File: src/rtl/snake_matrix_scan.sv
// rtl/snake_matrix_scan.sv - 8x8 bicolour LED matrix scanner for the snake game display
// Optional head blink is enabled by defining SNAKE_HEAD_BLINK_EN.

module snake_matrix_scan #(
    parameter int DWELL = 1000
) (
    input  logic        clk,
    input  logic        rst,
    input  logic [71:0] snake,
    input  logic [7:0]  apple,
    output logic [7:0]  dot_row,
    output logic [7:0]  dot_r,
    output logic [7:0]  dot_g,
    output logic        frame_start
);

    localparam int CW = $clog2(DWELL + 1);

    typedef enum logic [1:0] {
        ST_LATCH = 2'd0,
        ST_BUILD = 2'd1,
        ST_SHOW  = 2'd2
    } state_t;

    state_t        state_q, state_d;
    logic [2:0]    row_idx_q, row_idx_d;
    logic [3:0]    k_q, k_d;
    logic [CW-1:0] dwell_q, dwell_d;
    logic [71:0]   snake_sh_q, snake_sh_d;
    logic [7:0]    apple_sh_q, apple_sh_d;
    logic [7:0]    buf_r_q, buf_r_d;
    logic [7:0]    buf_g_q, buf_g_d;
    logic [7:0]    dot_row_q, dot_row_d;
    logic [7:0]    dot_r_q, dot_r_d;
    logic [7:0]    dot_g_q, dot_g_d;
    logic          frame_start_q, frame_start_d;

`ifdef SNAKE_HEAD_BLINK_EN
    logic [4:0]    frame_cnt_q, frame_cnt_d;
    logic          head_hide_q, head_hide_d;
`endif

    logic [7:0] entry;
    logic [3:0] tens;
    logic [7:0] tens_x10;
    logic [7:0] units;
    logic       entry_valid;
    logic [2:0] entry_row;
    logic [2:0] entry_col;
    logic       hit;
    logic       head_hidden;
    logic [7:0] col_bit;
    logic [7:0] base_r;
    logic [7:0] base_g;

    // Entry k of the shadow state: 0..8 are snake segments, 9 is the apple.
    always_comb begin
        entry = apple_sh_q;
        for (int i = 0; i < 9; i++) begin
            if (k_q == 4'(i)) begin
                entry = snake_sh_q[8*i +: 8];
            end
        end
    end

    // Tens digit by range comparison keeps the decode divider-free.
    always_comb begin
        tens = 4'd0;
        for (int t = 1; t <= 8; t++) begin
            if (entry >= 8'(10 * t) && entry <= 8'(10 * t + 9)) begin
                tens = 4'(t);
            end
        end
        tens_x10    = {1'b0, tens, 3'b000} + {3'b000, tens, 1'b0};
        units       = entry - tens_x10;
        entry_valid = (entry >= 8'd12) && (entry <= 8'd89) && (units >= 8'd2);
        entry_row   = 3'(tens - 4'd1);
        entry_col   = 3'(units - 8'd2);
        hit         = entry_valid && (entry_row == row_idx_q);
        col_bit     = 8'(8'd1 << entry_col);
    end

`ifdef SNAKE_HEAD_BLINK_EN
    assign head_hidden = head_hide_q && (k_q == 4'd8);
`else
    assign head_hidden = 1'b0;
`endif

    always_comb begin
        state_d       = state_q;
        row_idx_d     = row_idx_q;
        k_d           = k_q;
        dwell_d       = dwell_q;
        snake_sh_d    = snake_sh_q;
        apple_sh_d    = apple_sh_q;
        buf_r_d       = buf_r_q;
        buf_g_d       = buf_g_q;
        dot_row_d     = 8'd0;
        dot_r_d       = 8'd0;
        dot_g_d       = 8'd0;
        frame_start_d = 1'b0;
        base_r        = buf_r_q;
        base_g        = buf_g_q;
`ifdef SNAKE_HEAD_BLINK_EN
        frame_cnt_d   = frame_cnt_q;
        head_hide_d   = head_hide_q;
`endif

        case (state_q)
            ST_LATCH: begin
                snake_sh_d    = snake;
                apple_sh_d    = apple;
                row_idx_d     = 3'd0;
                k_d           = 4'd0;
                dwell_d       = '0;
                frame_start_d = 1'b1;
                state_d       = ST_BUILD;
`ifdef SNAKE_HEAD_BLINK_EN
                // Hide flag uses the pre-increment count so frame 0 shows the head.
                head_hide_d   = frame_cnt_q[4];
                frame_cnt_d   = frame_cnt_q + 5'd1;
`endif
            end

            ST_BUILD: begin
                if (k_q == 4'd0) begin
                    base_r = 8'd0;
                    base_g = 8'd0;
                end
                buf_r_d = base_r;
                buf_g_d = base_g;
                if (hit && (k_q != 4'd9) && !head_hidden) begin
                    buf_r_d = base_r | col_bit;
                end
                if (hit && (k_q == 4'd9)) begin
                    buf_g_d = base_g | col_bit;
                end
                if (k_q == 4'd9) begin
                    k_d     = 4'd0;
                    dwell_d = '0;
                    state_d = ST_SHOW;
                end else begin
                    k_d = k_q + 4'd1;
                end
            end

            ST_SHOW: begin
                dot_row_d = 8'(8'd1 << row_idx_q);
                dot_r_d   = buf_r_q;
                dot_g_d   = buf_g_q;
                if (dwell_q == CW'(DWELL - 1)) begin
                    dwell_d = '0;
                    if (row_idx_q == 3'd7) begin
                        state_d = ST_LATCH;
                    end else begin
                        row_idx_d = row_idx_q + 3'd1;
                        state_d   = ST_BUILD;
                    end
                end else begin
                    dwell_d = dwell_q + CW'(1);
                end
            end

            default: begin
                state_d = ST_LATCH;
            end
        endcase
    end

    always_ff @(posedge clk) begin
        if (!rst) begin
            state_q       <= ST_LATCH;
            row_idx_q     <= 3'd0;
            k_q           <= 4'd0;
            dwell_q       <= '0;
            snake_sh_q    <= 72'd0;
            apple_sh_q    <= 8'd0;
            buf_r_q       <= 8'd0;
            buf_g_q       <= 8'd0;
            dot_row_q     <= 8'd0;
            dot_r_q       <= 8'd0;
            dot_g_q       <= 8'd0;
            frame_start_q <= 1'b0;
`ifdef SNAKE_HEAD_BLINK_EN
            frame_cnt_q   <= 5'd0;
            head_hide_q   <= 1'b0;
`endif
        end else begin
            state_q       <= state_d;
            row_idx_q     <= row_idx_d;
            k_q           <= k_d;
            dwell_q       <= dwell_d;
            snake_sh_q    <= snake_sh_d;
            apple_sh_q    <= apple_sh_d;
            buf_r_q       <= buf_r_d;
            buf_g_q       <= buf_g_d;
            dot_row_q     <= dot_row_d;
            dot_r_q       <= dot_r_d;
            dot_g_q       <= dot_g_d;
            frame_start_q <= frame_start_d;
`ifdef SNAKE_HEAD_BLINK_EN
            frame_cnt_q   <= frame_cnt_d;
            head_hide_q   <= head_hide_d;
`endif
        end
    end

    assign dot_row     = dot_row_q;
    assign dot_r       = dot_r_q;
    assign dot_g       = dot_g_q;
    assign frame_start = frame_start_q;

endmodule

File: config.mk
export PLATFORM = sky130hd
export DESIGN_NAME = snake_matrix_scan
export DESIGN_NICKNAME = d
export VERILOG_FILES = /design/src/rtl/snake_matrix_scan.sv
export SDC_FILE = /design/constraint.sdc
export NUM_CORES = 1
export LEC_CHECK = 0
export BUFFER_PORTS_ARGS = -buffer_cell sky130_fd_sc_hd__buf_4
export CAP_MARGIN = 20
export CORE_UTILIZATION = 40
export CTS_CLUSTER_DIAMETER = 40
export DETAILED_ROUTE_END_ITERATION = 7
export PLACE_DENSITY_LB_ADDON = 0.2
export SLEW_MARGIN = 10
export SYNTH_ARGS = -nofsm -noshare
export SYNTH_HDL_FRONTEND = slang
export SYNTH_SLANG_ARGS = --single-unit
File: constraint.sdc
create_clock -name clk -period 5.3 [get_ports clk]
set_input_delay 0.795 -clock clk [delete_from_list [all_inputs] [get_ports clk]]
set_output_delay 0.795 -clock clk [all_outputs]
set_load 0.005 [all_outputs]
Word-level counts from Yosys, hierarchy flattened:

Cells that the tools add are included.

* logic and storage cells: 117
* bits in registers: 140

* bitwise gates (word level): 2
* reduce and logical (&&, ||, !) cells: 22
* eq/ne operators: 18
* muxes and demuxes: 36
* $add $sub $neg: 7
* magnitude comparators: 18
* shift-type cells: 2

Operators with widths (number)
* $mux 8: 15
* $mux 4: 8
* $pmux 10 s3: 1
* $ge 8x6->1 const B: 3
* $le 8x6->1 const B: 3
* $le 8x7->1 const B: 3
* $mux 10: 2
* $eq 4x3->1 const B: 4
* $ge 8x4->1 const B: 2
* $ge 8x5->1 const B: 2
* $ge 8x7->1 const B: 2
* $le 8x5->1 const B: 2
* $or 8x8->8: 2
* $shl 1x3->8 const A: 2
* $logic_and 1x1->1: 13
* $add 10x1->10 const B: 1
* $eq 10x10->1 const B: 1
* $add 7x5->8: 1
* $eq 4x2->1 const B: 2
* $eq 4x4->1 const B: 2
* $ge 8x2->1 const B: 1
* $pmux 4 s2: 1
* $sub 8x8->8: 1
* $mux 3: 2
* other kinds (21): 29

Depth between registers and ports, before layout:

* depth in word-level cells: 27
* depth in mapped cells: 31
* depth with buffers taken out: 28

Worst setup path before layout:

Ideal clock, no wire load.

* kind: flip-flop to flip-flop
* start: register k_q[0]
* end: register buf_g_q[6]
* required time: 5.165 ns
* setup time: 0.135 ns
* period minus slack after synthesis: 5.181 ns
* arrival: 5.046 ns
* buffers on the path: 3
* stages on the path, launching flop included: 28
* setup slack: 0.119 ns
* path through: dfxtp_1 > buf_2 > buf_4 > buf_2 > mux4_2 > o22ai_1 > a211oi_1 > a21oi_1 > o21ai_0 > nand2_1 > nand2_1 > ha_1 > nor2_1 > inv_1 > or4_1 > nand3_1 > o31ai_1 > nor3_1 > nand2b_1 > ha_1 > ha_1 > a21oi_1 > o21bai_1 > a21oi_1 > nand3_1 > o221a_2 > a211oi_1 > o31ai_1

* cells in the longest elaborated chain, start to end: 27
* elaborated cells between the ends (all ways): 67
* classes of those cells: add/sub: 4; order compare: 18; eq/ne: 10; shift: 1; mux: 20; bitwise: 1; reduce/logical: 13

RTL lines
* from (decl): RTL line 27 `logic [3:0] k_q, k_d;`
* from (signal assigned): RTL line 191 `k_q <= k_d;`
* $logic_not 4->1: RTL line 60, 126
* $mux 8 (9 in a row): RTL line 60 `if (k_q == 4'(i)) begin`
* $ge 8x4->1 / $le 8x5->1 (equally long branches): RTL line 70 `if (entry >= 8'(10 * t) && entry <= 8'(10 * t + 9)) begin`
* $logic_and 1x1->1: RTL line 70
* $mux 1: RTL line 70
* $mux 4 (7 in a row): RTL line 70
* $add 7x5->8: RTL line 74 `tens_x10 = {1'b0, tens, 3'b000} + {3'b000, tens, 1'b0};`
* $sub 8x8->8: RTL line 75 `units = entry - tens_x10;`
* $ge 8x2->1: RTL line 76 `entry_valid = (entry >= 8'd12) && (entry <= 8'd89) && (units >= 8'd2);`
* $logic_and 1x1->1: RTL line 76
* $logic_and 1x1->1: RTL line 79 `hit = entry_valid && (entry_row == row_idx_q);`
* $logic_and 1x1->1: RTL line 135 `if (hit && (k_q == 4'd9)) begin`
* $mux 8 (*): RTL line 135
* to (signal assigned): RTL line 196 `buf_g_q <= buf_g_d;`
* to (decl): RTL line 32 `logic [7:0] buf_g_q, buf_g_d;`

Mark *: on every way between the ends. The rest lies on a longest branch, timed or not. The select of a mux whose other input is x is not followed.
A chain may end at the register's enable or synchronous reset.

Worst setup path after layout:

Ends and elaborated chain as after synthesis.

==> impl_metrics.tcl <==
set metrics [dict create \
    cts.htree.levels 4 \
    clock_insertion_delay_at_the_later_pin_of_the_skew_report_ns 0.42 \
    core.rowCount 47 \
    worst-slew-pin-transition_ns 0.876 \
    buf_inv_on_cp 3 \
    maxCapViolCount 0 \
    multi_input_logic_area_um2 3690 \
    route.antenna.remaining_nets 0 \
    final_layout_net_count 1062 \
    postLayoutCoreUtil_pct 51.0 \
    fraction_of_synthesized_cell_area_taken_by_the_top_area_cell_type_pct 41.1 \
    dr_total_vias 6229 \
    synth_edf_count 0 \
    report.final.hold_viol_count 0 \
    clkSlewWorstSetupHoldPaths_ns 0.06 \
    routed_via_density 5.23 \
    setup-tns-final_ns 0 \
    report.final.setup_viol 0 \
    crit_path_end_kind "flip-flop" \
    critical_path_class "flip-flop to flip-flop" \
    area_growth_syn_to_layout_pct 24.1 \
    async_reset_ff_share_pct 0 \
    clock-sinks 140 \
    cts_tree "yes" \
    drtPass1Iterations 5 \
    chipWidth_um 133 \
    detailedRoute.firstIterationViolations 312 \
    ys_dominant_reg_cell "dfxtp_1" \
    yosys_warns 0 \
    fmaxAchievable_ghz 0.203 \
    grt_pass1_wl_um 28200 \
    initial_core_util_pct 41.1 \
    path_delay_family "compound AO/OA/AOI/OAI gates" \
    cts_bufs_inserted 17 \
    fill_cells 1665 \
    drt_drc_violations_left 0 \
    antenna_found_initial 0 \
    first_global_vias 5811 \
    critical_path_peak_fanout 16 \
    detail_route.wl_per_cell_um 14.5 \
    final-seq-area_um2 2810 \
    critPathArrivalTime_ns 5.21 \
    layout.cells.most_common "nand2_1" \
    design.core.area_um2 16600 \
    numPlacedInstances 1161 \
    numPortBuffers 106 \
    maximum_number_of_pins_on_one_net_before_global_route_repair 82 \
    die_h_um 133 \
    met3_wirelength_um 730 \
    holdPathStages 2 \
    worst-r2r-cell-count 27 \
    timing.hold.worst.class "flip-flop to flip-flop" \
    final_cell_count_without_fillers 1192 \
    result_of_the_run "finished clean" \
    synthCells 860 \
    power_density_nw_per_um2 334 \
    crit_path_start_kind "flip-flop" \
    dr_wl_met2_um 8510 \
    post_route_cells_drive_above_1_share_pct 19.4 \
    detailed_place_hpwl_um 12800 \
    post-route-period-util_pct 92.7 \
    overflow 0 \
    critPathRequiredTime_ns 5.60 \
    met1_length_um 7710 \
    most-common-layout-cells "211 x nand2_1, 136 x dfxtp_1, 134 x buf_4, 99 x a21oi_1, 41 x nor2_1" \
    area_of_the_die_um2 17600 \
    cts_hold_buf 0 \
    clock-root-buffer "clkbuf_16" \
    top_layer_used "met4" \
    gpl.final_weighted_congestion 0.921 \
    synth-seq-area-share_pct 41.1 \
    period_minus_slack_ns 4.92 \
    finalWorstSetupSlack_ns 0.385 \
    clock_path_buffers 2 \
    synthTopCellsByArea "dfxtp_1 41%, nand2_1 12%, a21oi_1 7.4%, ha_1 3.5%, and2_1 2.5%" \
    num_antenna_cells 0 \
    preCtsSetupSlack_ns 0.0244 \
    cpMaxStageDelayCell "ha_1" \
    logic_depth_of_the_worst_setup_path_including_buffers 27 \
    post_layout_power_w 0.00283 \
    finalWirelength_um 17300 \
    synth.distinct_cells 75 \
    worst_slew_margin_rel_pct 41.6 \
    ios 107 \
    synth_area_um2 6810 \
    max_stage_delay_ns 0.40 \
    timing.clock.skew_ns 0.00497 \
    synth_top_area_cell "dfxtp_1" \
    synth_fp_nets 962 \
    track_usage_pct 20.1 \
    syn_area_cell_um2 7.92 \
    synth_seq_cells 140 \
    leakagePower_nw 3.50 \
    timing.final.max_slew_violations 0 \
    vdd_ir_drop_max_uv 231 \
]
==> worst min-delay path: stages, from the launching register on <==
cell and delay, ns:
dfxtp_1 0.31, nand2_1 0.04, o21ai_0 0.05
==> layer usage <==
metal | vias up | GRT usage [%]
li1 | 3175 | -
met1 | 2868 | 24.6
met2 | 152 | 34.5
met3 | 34 | 4.25
met4 | 0 | 7.73
met5 | - | 0
==> sequential cells by signal, indices dropped and copies added, names as in the netlist <==
register,cells
apple_sh_q,8
dot_g,8
state_q,2
dot_r,8
buf_g_q,8
dot_row,8
buf_r_q,8
row_idx_q,3
dwell_q,10
k_q,4
snake_sh_q,72
frame_start,1
==> path summary, 6_finish.rpt <==
check               endpoint  startpoint  slack (ns)
hold / removal    buf_r_q[0]  buf_r_q[0]        0.44
setup / recovery  buf_g_q[6]      k_q[0]        0.38
setup reg to reg  buf_g_q[6]      k_q[0]        0.38
hold reg to reg   buf_r_q[0]  buf_r_q[0]        0.44
==> cell type report <==
class / instances / share of cell area (%)
inverter: 24 / 1.07
timing repair buffer: 135 / 12.0
multi-input combinational: 642 / 43.7
clock inverter: 7 / 1.05
sequential: 140 / 33.2
tap: 220 / 3.26
clock buffer: 24 / 5.70
==> cells in the mapped netlist (6+ instances only) <==
| master | count |
|---|---|
| o31ai_1 | 7 |
| nand2b_1 | 13 |
| nor2_1 | 42 |
| or4_1 | 11 |
| xnor2_1 | 6 |
| inv_1 | 22 |
| buf_2 | 9 |
| and2_1 | 27 |
| dfxtp_1 | 140 |
| and3_1 | 8 |
| a21o_1 | 6 |
| nor2b_1 | 6 |
| ha_1 | 19 |
| nand3_1 | 18 |
| nand2_1 | 211 |
| nor3_1 | 10 |
| or3_1 | 7 |
| o21ai_0 | 26 |
| mux2i_1 | 9 |
| xor2_1 | 9 |
| a22oi_1 | 9 |
| o22ai_1 | 9 |
| a21oi_1 | 101 |
| clkbuf_1 | 33 |
==> logic make-up after synthesis <==
logic type      after synthesis  share of synthesized area (%)
mux                          11                           1.82
xor+xnor                     15                           1.93
simple gates                392                           27.8
buf+inv                      78                           5.29
flops                       140                           41.1
fa+ha+maj                    20                           3.78
compound gates              204                           18.3
==> what timing repair did <==
item                       4_1_cts  5_1_grt
pin swaps                        0        3
gates resized for setup          1       10
setup endpoints to repair        4        4
buffers inserted                 0        0
==> through the flow <==
step	cell area (µm²)	hold WS [ns]
2_1_floorplan	6810	0.417
3_3_place_gp	7840	0.428
3_5_place_dp	7840	0.433
4_1_cts	8420	0.446
5_1_grt	8460	0.459
6_report	8460	0.440
==> where the power goes <==
part	switching, W	leakage (nW)	internal, W
logic	0.000311	2.07	0.000233
registers	0.0000344	1.15	0.00110
clock network	0.000425	0.284	0.000724
No activity file was read; power rests on OpenSTA's default activity.
